File: src/rtl/instr_fetch_seq.sv
// Instruction fetch sequencer: owns the PC, registers ROM words for decode, resolves jumps, waits on branches, parks on halt.
// Optional build macro FETCH_SINGLE_STEP_EN adds a step_i input that gates each FETCH-state issue.
module instr_fetch_seq #(
    parameter int unsigned       ADDR_W    = 10,
    parameter int unsigned       DATA_W    = 10,
    parameter logic [ADDR_W-1:0] RESET_PC  = '0,
    parameter logic [3:0]        JMP_OPC   = 4'b1000,
    parameter logic [2:0]        BR_OPC    = 3'b101,
    parameter logic [DATA_W-1:0] HALT_WORD = 10'b0010000010
) (
    input  logic              clk_i,
    input  logic              rst_ni,
`ifdef FETCH_SINGLE_STEP_EN
    input  logic              step_i,
`endif
    output logic [ADDR_W-1:0] rom_addr_o,
    input  logic [DATA_W-1:0] rom_data_i,
    output logic [DATA_W-1:0] instr_o,
    output logic              instr_valid_o,
    input  logic              instr_ready_i,
    input  logic              br_valid_i,
    input  logic              br_taken_i,
    input  logic [ADDR_W-1:0] br_target_i,
    input  logic              restart_i,
    output logic [ADDR_W-1:0] pc_o,
    output logic              halted_o
);

    typedef enum logic [1:0] {
        S_FETCH   = 2'd0,
        S_BR_WAIT = 2'd1,
        S_HALT    = 2'd2
    } state_e;

    state_e              state_q, state_d;
    logic [ADDR_W-1:0]   pc_q, pc_d;
    logic [DATA_W-1:0]   instr_q, instr_d;
    logic                instr_valid_q, instr_valid_d;
    logic                halted_q, halted_d;

    logic                step_ok;
    logic                slot_free;
    logic                fetch_go;
    logic                is_jmp;
    logic                is_halt;
    logic                is_br;
    logic [ADDR_W-1:0]   jmp_tgt;
    logic [ADDR_W-1:0]   pc_inc;

`ifdef FETCH_SINGLE_STEP_EN
    assign step_ok = step_i;
`else
    assign step_ok = 1'b1;
`endif

    // Word decode is on the live ROM output: the ROM answers in the same cycle as pc.
    assign slot_free = !instr_valid_q || instr_ready_i;
    assign fetch_go  = (state_q == S_FETCH) && slot_free && step_ok;
    assign is_jmp    = rom_data_i[DATA_W-1 -: 4] == JMP_OPC;
    assign is_halt   = rom_data_i == HALT_WORD;
    assign is_br     = rom_data_i[DATA_W-1 -: 3] == BR_OPC;
    assign jmp_tgt   = {{(ADDR_W-6){1'b0}}, rom_data_i[5:0]};
    assign pc_inc    = pc_q + ADDR_W'(1);

    always_ff @(posedge clk_i) begin
        if (!rst_ni) begin
            state_q <= S_FETCH;
        end else begin
            state_q <= state_d;
        end
    end

    always_comb begin
        state_d = state_q;
        case (state_q)
            S_FETCH: begin
                if (fetch_go && !is_jmp) begin
                    if (is_halt) begin
                        state_d = S_HALT;
                    end else if (is_br) begin
                        state_d = S_BR_WAIT;
                    end
                end
            end
            S_BR_WAIT: begin
                if (br_valid_i) begin
                    state_d = S_FETCH;
                end
            end
            S_HALT: begin
                if (restart_i) begin
                    state_d = S_FETCH;
                end
            end
            default: state_d = S_FETCH;
        endcase
    end

    always_comb begin
        pc_d          = pc_q;
        instr_d       = instr_q;
        instr_valid_d = instr_valid_q && !instr_ready_i;
        case (state_q)
            S_FETCH: begin
                if (fetch_go) begin
                    if (is_jmp) begin
                        pc_d = jmp_tgt;
                    end else begin
                        instr_d       = rom_data_i;
                        instr_valid_d = 1'b1;
                        if (!is_halt) begin
                            pc_d = pc_inc;
                        end
                    end
                end
            end
            S_BR_WAIT: begin
                // Not-taken keeps pc, which already points past the branch.
                if (br_valid_i && br_taken_i) begin
                    pc_d = br_target_i;
                end
            end
            S_HALT: begin
                if (restart_i) begin
                    pc_d = RESET_PC;
                end
            end
            default: pc_d = RESET_PC;
        endcase
        halted_d = (state_d == S_HALT);
    end

    always_ff @(posedge clk_i) begin
        if (!rst_ni) begin
            pc_q          <= RESET_PC;
            instr_q       <= '0;
            instr_valid_q <= 1'b0;
            halted_q      <= 1'b0;
        end else begin
            pc_q          <= pc_d;
            instr_q       <= instr_d;
            instr_valid_q <= instr_valid_d;
            halted_q      <= halted_d;
        end
    end

    always_comb begin
        rom_addr_o    = pc_q;
        pc_o          = pc_q;
        instr_o       = instr_q;
        instr_valid_o = instr_valid_q;
        halted_o      = halted_q;
    end

endmodule

File: config.mk
export PLATFORM = sky130hd
export DESIGN_NAME = instr_fetch_seq
export DESIGN_NICKNAME = d
export VERILOG_FILES = /design/src/rtl/instr_fetch_seq.sv
export SDC_FILE = /design/constraint.sdc
export NUM_CORES = 1
export LEC_CHECK = 0
export CAP_MARGIN = 10
export CORE_MARGIN = 1
export CORE_UTILIZATION = 30
export CTS_CLUSTER_DIAMETER = 80
export DETAILED_ROUTE_END_ITERATION = 6
export MAX_ROUTING_LAYER = met4
export SETUP_SLACK_MARGIN = 0.05
export SLEW_MARGIN = 10
export SYNTH_ARGS = -nofsm -noshare
export SYNTH_HDL_FRONTEND = slang
export SYNTH_SLANG_ARGS = --single-unit
export TNS_END_PERCENT = 10
File: constraint.sdc
create_clock -name clk_i -period 1.98 [get_ports clk_i]
set_input_delay 0.396 -clock clk_i [delete_from_list [all_inputs] [get_ports clk_i]]
set_output_delay 0.396 -clock clk_i [all_outputs]
set_load 0.02 [all_outputs]
Word level (Yosys, flattened, before mapping):

Cells that the tools add are included.

* input port bits: 26
* logic and storage cells: 43
* flip-flop bits (word level): 24

* add/subtract/negate cells: 1
* bitwise operators: 1
* equal/unequal tests: 10
* mux-type cells: 15
* reduce and logical (&&, ||, !) cells: 11

Operators by type and width (count)
* 2-to-1 mux 10 bit: 5
* one-hot mux 10 bit (3 select lines): 1
* adder 10 x 1 -> 10 bit (second input constant): 1
* == test 10 x 8 -> 1 bit (second input constant): 1
* 2-to-1 mux 2 bit: 5
* != test 2 bit (second input constant): 3
* one-hot mux 2 bit (3 select lines): 1
* == test 2 bit (second input constant): 2
* == test 4 bit (second input constant): 1
* logical AND 1 bit: 4
* AND reduction 4 bit: 1
* == test 3 bit (second input constant): 1
* zero test 1 bit: 3
* 2-to-1 mux 1 bit: 3
* != test 3 bit (second input constant): 1
* AND reduction 3 bit: 1
* == test 2 x 1 -> 1 bit (second input constant): 1
* zero test 2 bit: 1
* logical OR 1 bit: 1
* NOT 1 bit: 1

Depth between registers and ports, before layout:

* word-level depth: 7
* mapped depth: 7

Worst setup path before layout:

OpenSTA, ideal clock, no wires.

* path type: in2reg
* start: input port rom_data_i[6]
* end: register pc_q[9] (netlist: pc_o[9])
* library setup time: 0.117 ns
* slack: 0.287 ns
* stages on the path: 6
* data arrival time: 1.575 ns
* required time: 1.863 ns
* cell sequence: or4b_1 > buf_2 > nand2_1 > a21oi_1 > nand2b_1 > a32o_1

* cells in the longest elaborated chain, start to end: 4
* elaborated cells between the ends (all ways): 7

RTL lines
* from (decl): RTL line 17 `input logic [DATA_W-1:0] rom_data_i,`
* == test 4 bit: RTL line 59 `assign is_jmp = rom_data_i[DATA_W-1 -: 4] == JMP_OPC;`
* 2-to-1 mux 10 bit: RTL line 106 `if (is_jmp) begin`
* 2-to-1 mux 10 bit: RTL line 105 `if (fetch_go) begin`
* one-hot mux 10 bit (3 select lines): RTL line 103 `case (state_q)`
* to (signal assigned): RTL line 140 `pc_q <= pc_d;`
* to (decl): RTL line 36 `logic [ADDR_W-1:0] pc_q, pc_d;`

Parallel ways exist; a longest one is shown, timed or not. The select of a mux whose other input is x is not followed.
A chain may end at the register's enable or synchronous reset.

Worst setup path in the final report:

* start: input port rom_data_i[7]
* end: register pc_q[7] (netlist: pc_o[7])

Same word-level chain as after synthesis.

==> impl_results.rst <==
.. list-table::
   :header-rows: 1

   * - Metric
     - Value
   * - Capture instance of the worst register-to-register path
     - pc_o[7]$_SDFFE_PN0P_
   * - Ports placed on the boundary
     - between 50 and 60
   * - Count of vias placed by the detailed router
     - 1386
   * - Worst setup EP type
     - flip-flop
   * - Via count of the first global-routing pass
     - approximately 1300
   * - Highest ir drop seen on vdd
     - 0.247 mV
   * - Number of placement rows
     - 23
   * - GRT Residual Overflow
     - 0
   * - End point of the worst hold path
     - instr_o[4]$_SDFFE_PN0P_
   * - Nets
     - 270
   * - Area added between synthesis and finish
     - 61.6%
   * - Worst Path Max Fanout
     - 6
   * - Register-to-register path setup slack
     - just under 0.3 ns
   * - CP max stage delay
     - 0.48 ns
   * - Async set or reset register ratio after synthesis
     - 0%
   * - Data arrival at the endpoint of the critical path
     - 2.05 ns
   * - Detail-routed net length per standard cell
     - 12.5 um
   * - Synthesized Nets
     - between 150 and 200
   * - Post-synthesis sequential area ratio
     - 36.3%
   * - Die area
     - 4690 um2
   * - Worst r2r src
     - state_q[1]$_SDFF_PN0_
   * - Yosys warnings
     - 0
   * - CTS HTree Levels
     - 1
   * - Core Box Area
     - 4120 um2
   * - Post-route non-filler standard cell count
     - 291
   * - Antenna Nets Post-Route
     - 0
   * - Clock root cell
     - clkbuf_8
   * - Height of the chip
     - between 60 and 70 um
   * - Outcome
     - completed
   * - Number of filler instances in the final layout
     - slightly above 400
   * - Max-slew headroom at the worst pin
     - 71.5%
   * - Starting density of the core
     - 32.2%
   * - Power per standard cell area
     - 598 nW/um2
   * - Actual transition at the worst max-transition pin
     - between 0.4 and 0.5 ns
   * - Maximum number of buffers from clock root to sink
     - 2
   * - Most used flip-flop cell after synthesis
     - dfxtp_1
   * - Count of cell types in the netlist
     - 35
   * - Critical path's most frequent cell
     - buf_4
   * - Wire length reported by the detailed router
     - 3.62 mm
   * - Critical path data required time
     - about 2.1 ns
   * - Worst Hold Launch
     - instr_o[4]$_SDFFE_PN0P_
   * - Quantity of hold-fixing buffers added after cts
     - 0
   * - RSZ-0062 raised after global routing
     - true
   * - Max frequency
     - 0.530 GHz
   * - Worst skew pair latency
     - 0.26 ns
   * - Number of sinks driven by the clock tree
     - 24
   * - TritonCTS clock tree
     - built
   * - Slowest cell on crit path
     - clkdlybuf4s50_1
   * - Number of iterations in the first detailed-routing pass
     - 4
   * - Number of violations of the max-capacitance limit
     - 0
   * - #FFs+latches synth
     - 24
   * - Sum of negative setup slack
     - 0 ns
   * - R2R cell count
     - 6
   * - Port Buffer Count
     - 57
   * - Max-slew violation count
     - 0
   * - DRC violation count after routing
     - 0
   * - Wire length of the first global-routing pass
     - 5.69 mm
   * - Avg Vias per Cell
     - 4.76
   * - Fin Hold WS
     - 0.460 ns
   * - Total leakage power
     - 0.848 nW
   * - Number of flops mapped to enable cells by yosys
     - 0
   * - Clock slew seen by the registers of the worst setup and hold paths
     - roughly 0.080 ns
   * - Antenna diode instance count
     - 0
   * - Final weighted congestion in routability-driven placement
     - ~0.84
   * - Nature of the critical path startpoint
     - input pin
   * - Layout Skew
     - 0.000875 ns
   * - Number of antenna violations at the first check in global routing
     - 0
   * - Mean Syn Cell Area
     - 7.84 um2
   * - Hold Vio Cnt, Final
     - 0
   * - Maximum number of pins on one net before global-route repair
     - 17
   * - Instance count along the most critical hold path
     - 2
   * - Horiz. Die Dim
     - 68.5 um
   * - Number of cells produced by synthesis
     - 169
   * - Dpl hpwl
     - 2.77 mm
   * - Cells along the critical path
     - clkdlybuf4s50_1, buf_4, nor2b_4, nand4_1, o31a_4, buf_4, a32o_1
   * - Cts bufs inserted
     - 3
   * - Dpl cells
     - 282
   * - Final worst path period share
     - 95.3%
   * - Share of cells above drive strength 1
     - 17.0%
   * - Post-synthesis instance area
     - approximately 1300 um2
   * - Number of design-rule violations left by the first detailed-router iteration
     - between 60 and 70
   * - Path type of the worst min-delay path
     - reg -> reg
   * - Shortest period the worst path allows
     - 1.89 ns
   * - Total global-route track usage
     - 16.9%
   * - Path type of the worst setup path
     - in -> reg
   * - Final setup vio count
     - 0
## how the worst max path moves through the flow
stage                       start                 endpoint  cells after the start
floorplan           rom_data_i[6]     pc_o[9]$_SDFFE_PN0P_                      6
detailed placement  rom_data_i[9]     pc_o[1]$_SDFFE_PN0P_                      7
global route        rom_data_i[7]     pc_o[6]$_SDFFE_PN0P_                      8
CTS                 rom_data_i[6]  instr_o[0]$_SDFFE_PN0P_                      7
global placement    rom_data_i[9]     pc_o[0]$_SDFFE_PN0P_                      7
finish              rom_data_i[7]     pc_o[7]$_SDFFE_PN0P_                      7
## metrics by stage
stage          worst slack [ns]  cell area (um2)  power, mW  utilization [%]
2_1_floorplan             0.287             1330      0.787                -
3_3_place_gp             -0.272             2020      0.985             49.1
3_5_place_dp             -0.269             2020      0.985             49.1
4_1_cts                  0.0386             2070       1.28             50.3
5_1_grt                 0.00189             2140       1.36             52.0
6_report                 0.0930             2140       1.28             52.0
## report_power, final
part / total (mW) / internal [mW] / switching (mW)
Combinational: 0.434 / 0.239 / 0.195
Clock: 0.288 / 0.136 / 0.152
Sequential: 0.559 / 0.519 / 0.0401
Total: 1.28 / 0.894 / 0.387
## layer usage
metal | vias to the layer above | GRT usage, % | wire length (um) | part of all wire, %
li1 | 733 | - | - | -
met5 | - | - | 0 | 0
met4 | 0 | 5.47 | 33 | 0.91
met3 | 2 | 2.17 | 157 | 4.3
met2 | 35 | 26.2 | 1600 | 44
met1 | 616 | 22.5 | 1830 | 50
## state kept, by name, indices dropped and copies added, names as in the netlist
signal and flops:
instr_o 10, halted_o 1, state_q 2, pc_o 10
instr_valid_o 1
## cell families after synthesis
group / Yosys count / share of synthesized area [%]
AOI/OAI and AO/OA: 50 / 25.0
xor gates and xnor gates: 5 / 3.30
adders and majority gates: 1 / 0.944
buffers and inverters: 24 / 11.2
DFF: 24 / 36.3
muxes: 1 / 0.755
and+or+nand+nor: 64 / 22.5
## worst max-delay path: cells and delay by family
family                 cells  cell delay (ns)
AOI/OAI and AO/OA          2             0.63
and+or+nand+nor            2             0.28
buffers and inverters      3             0.73
## synthesized netlist by cell type, types with 2 or more instances
cell type  number  share of area (%)
nand2_1        30                8.5
dfxtp_1        24                 36
a21oi_1        12                4.5
a21boi_0       11                6.2
buf_4          10                5.7
nor2_1         10                2.8
o21ai_0         9                3.4
nand3_1         6                2.3
buf_2           5                1.9
inv_1           4                1.1
nor2b_1         4                1.9
o22ai_1         4                1.9
xnor2_1         4                2.6
a2bb2oi_1       3                2.0
clkbuf_1        3               0.85
nand4_1         3                1.4
a211oi_1        2                1.1
a32o_1          2                1.5
and2_1          2               0.94
and3_1          2               0.94
buf_6           2                1.7
nand2b_1        2               0.94
nor3b_1         2                1.1
o31ai_1         2                1.1
## cell usage in the layout, fill, tap and decap left out, types with 2 or more instances in the layout
master / synthesis / final
o21ai_1: 0 / 3
buf_4: 10 / 32
a21oi_1: 12 / 12
nor3b_1: 2 / 2
a211oi_1: 2 / 2
nand2_1: 30 / 29
o31ai_1: 2 / 2
xnor2_1: 4 / 4
o22ai_1: 4 / 4
a32o_1: 2 / 2
nand3_1: 6 / 5
nand2b_1: 2 / 2
and3_1: 2 / 2
a2bb2oi_1: 3 / 3
and2_1: 2 / 2
clkdlybuf4s50_1: 0 / 56
clkbuf_8: 0 / 3
a21boi_1: 0 / 2
nor2_1: 10 / 10
dfxtp_1: 24 / 24
a21boi_0: 11 / 9
nand4_1: 3 / 3
o21ai_0: 9 / 6
nor2b_1: 4 / 3
inv_1: 4 / 4
## area by class of cell
class,instances,area [um2],share of cell area [%]
Timing Repair Buffer,89,813,38.0
Multi-Input combinational cell,121,728,34.0
Inverter,4,15.0,0.701
Sequential cell,24,480,22.4
Tap cell,50,62.6,2.92
Clock buffer,3,41.3,1.93
## repair_timing
| item | CTS | global route |
|---|---|---|
| setup buffers | 0 | 6 |
| pin swaps | 0 | 2 |
| endpoints found under the setup margin | 8 | 23 |
| gates resized for setup | 1 | 14 |
(Power assumes the default switching activity.)
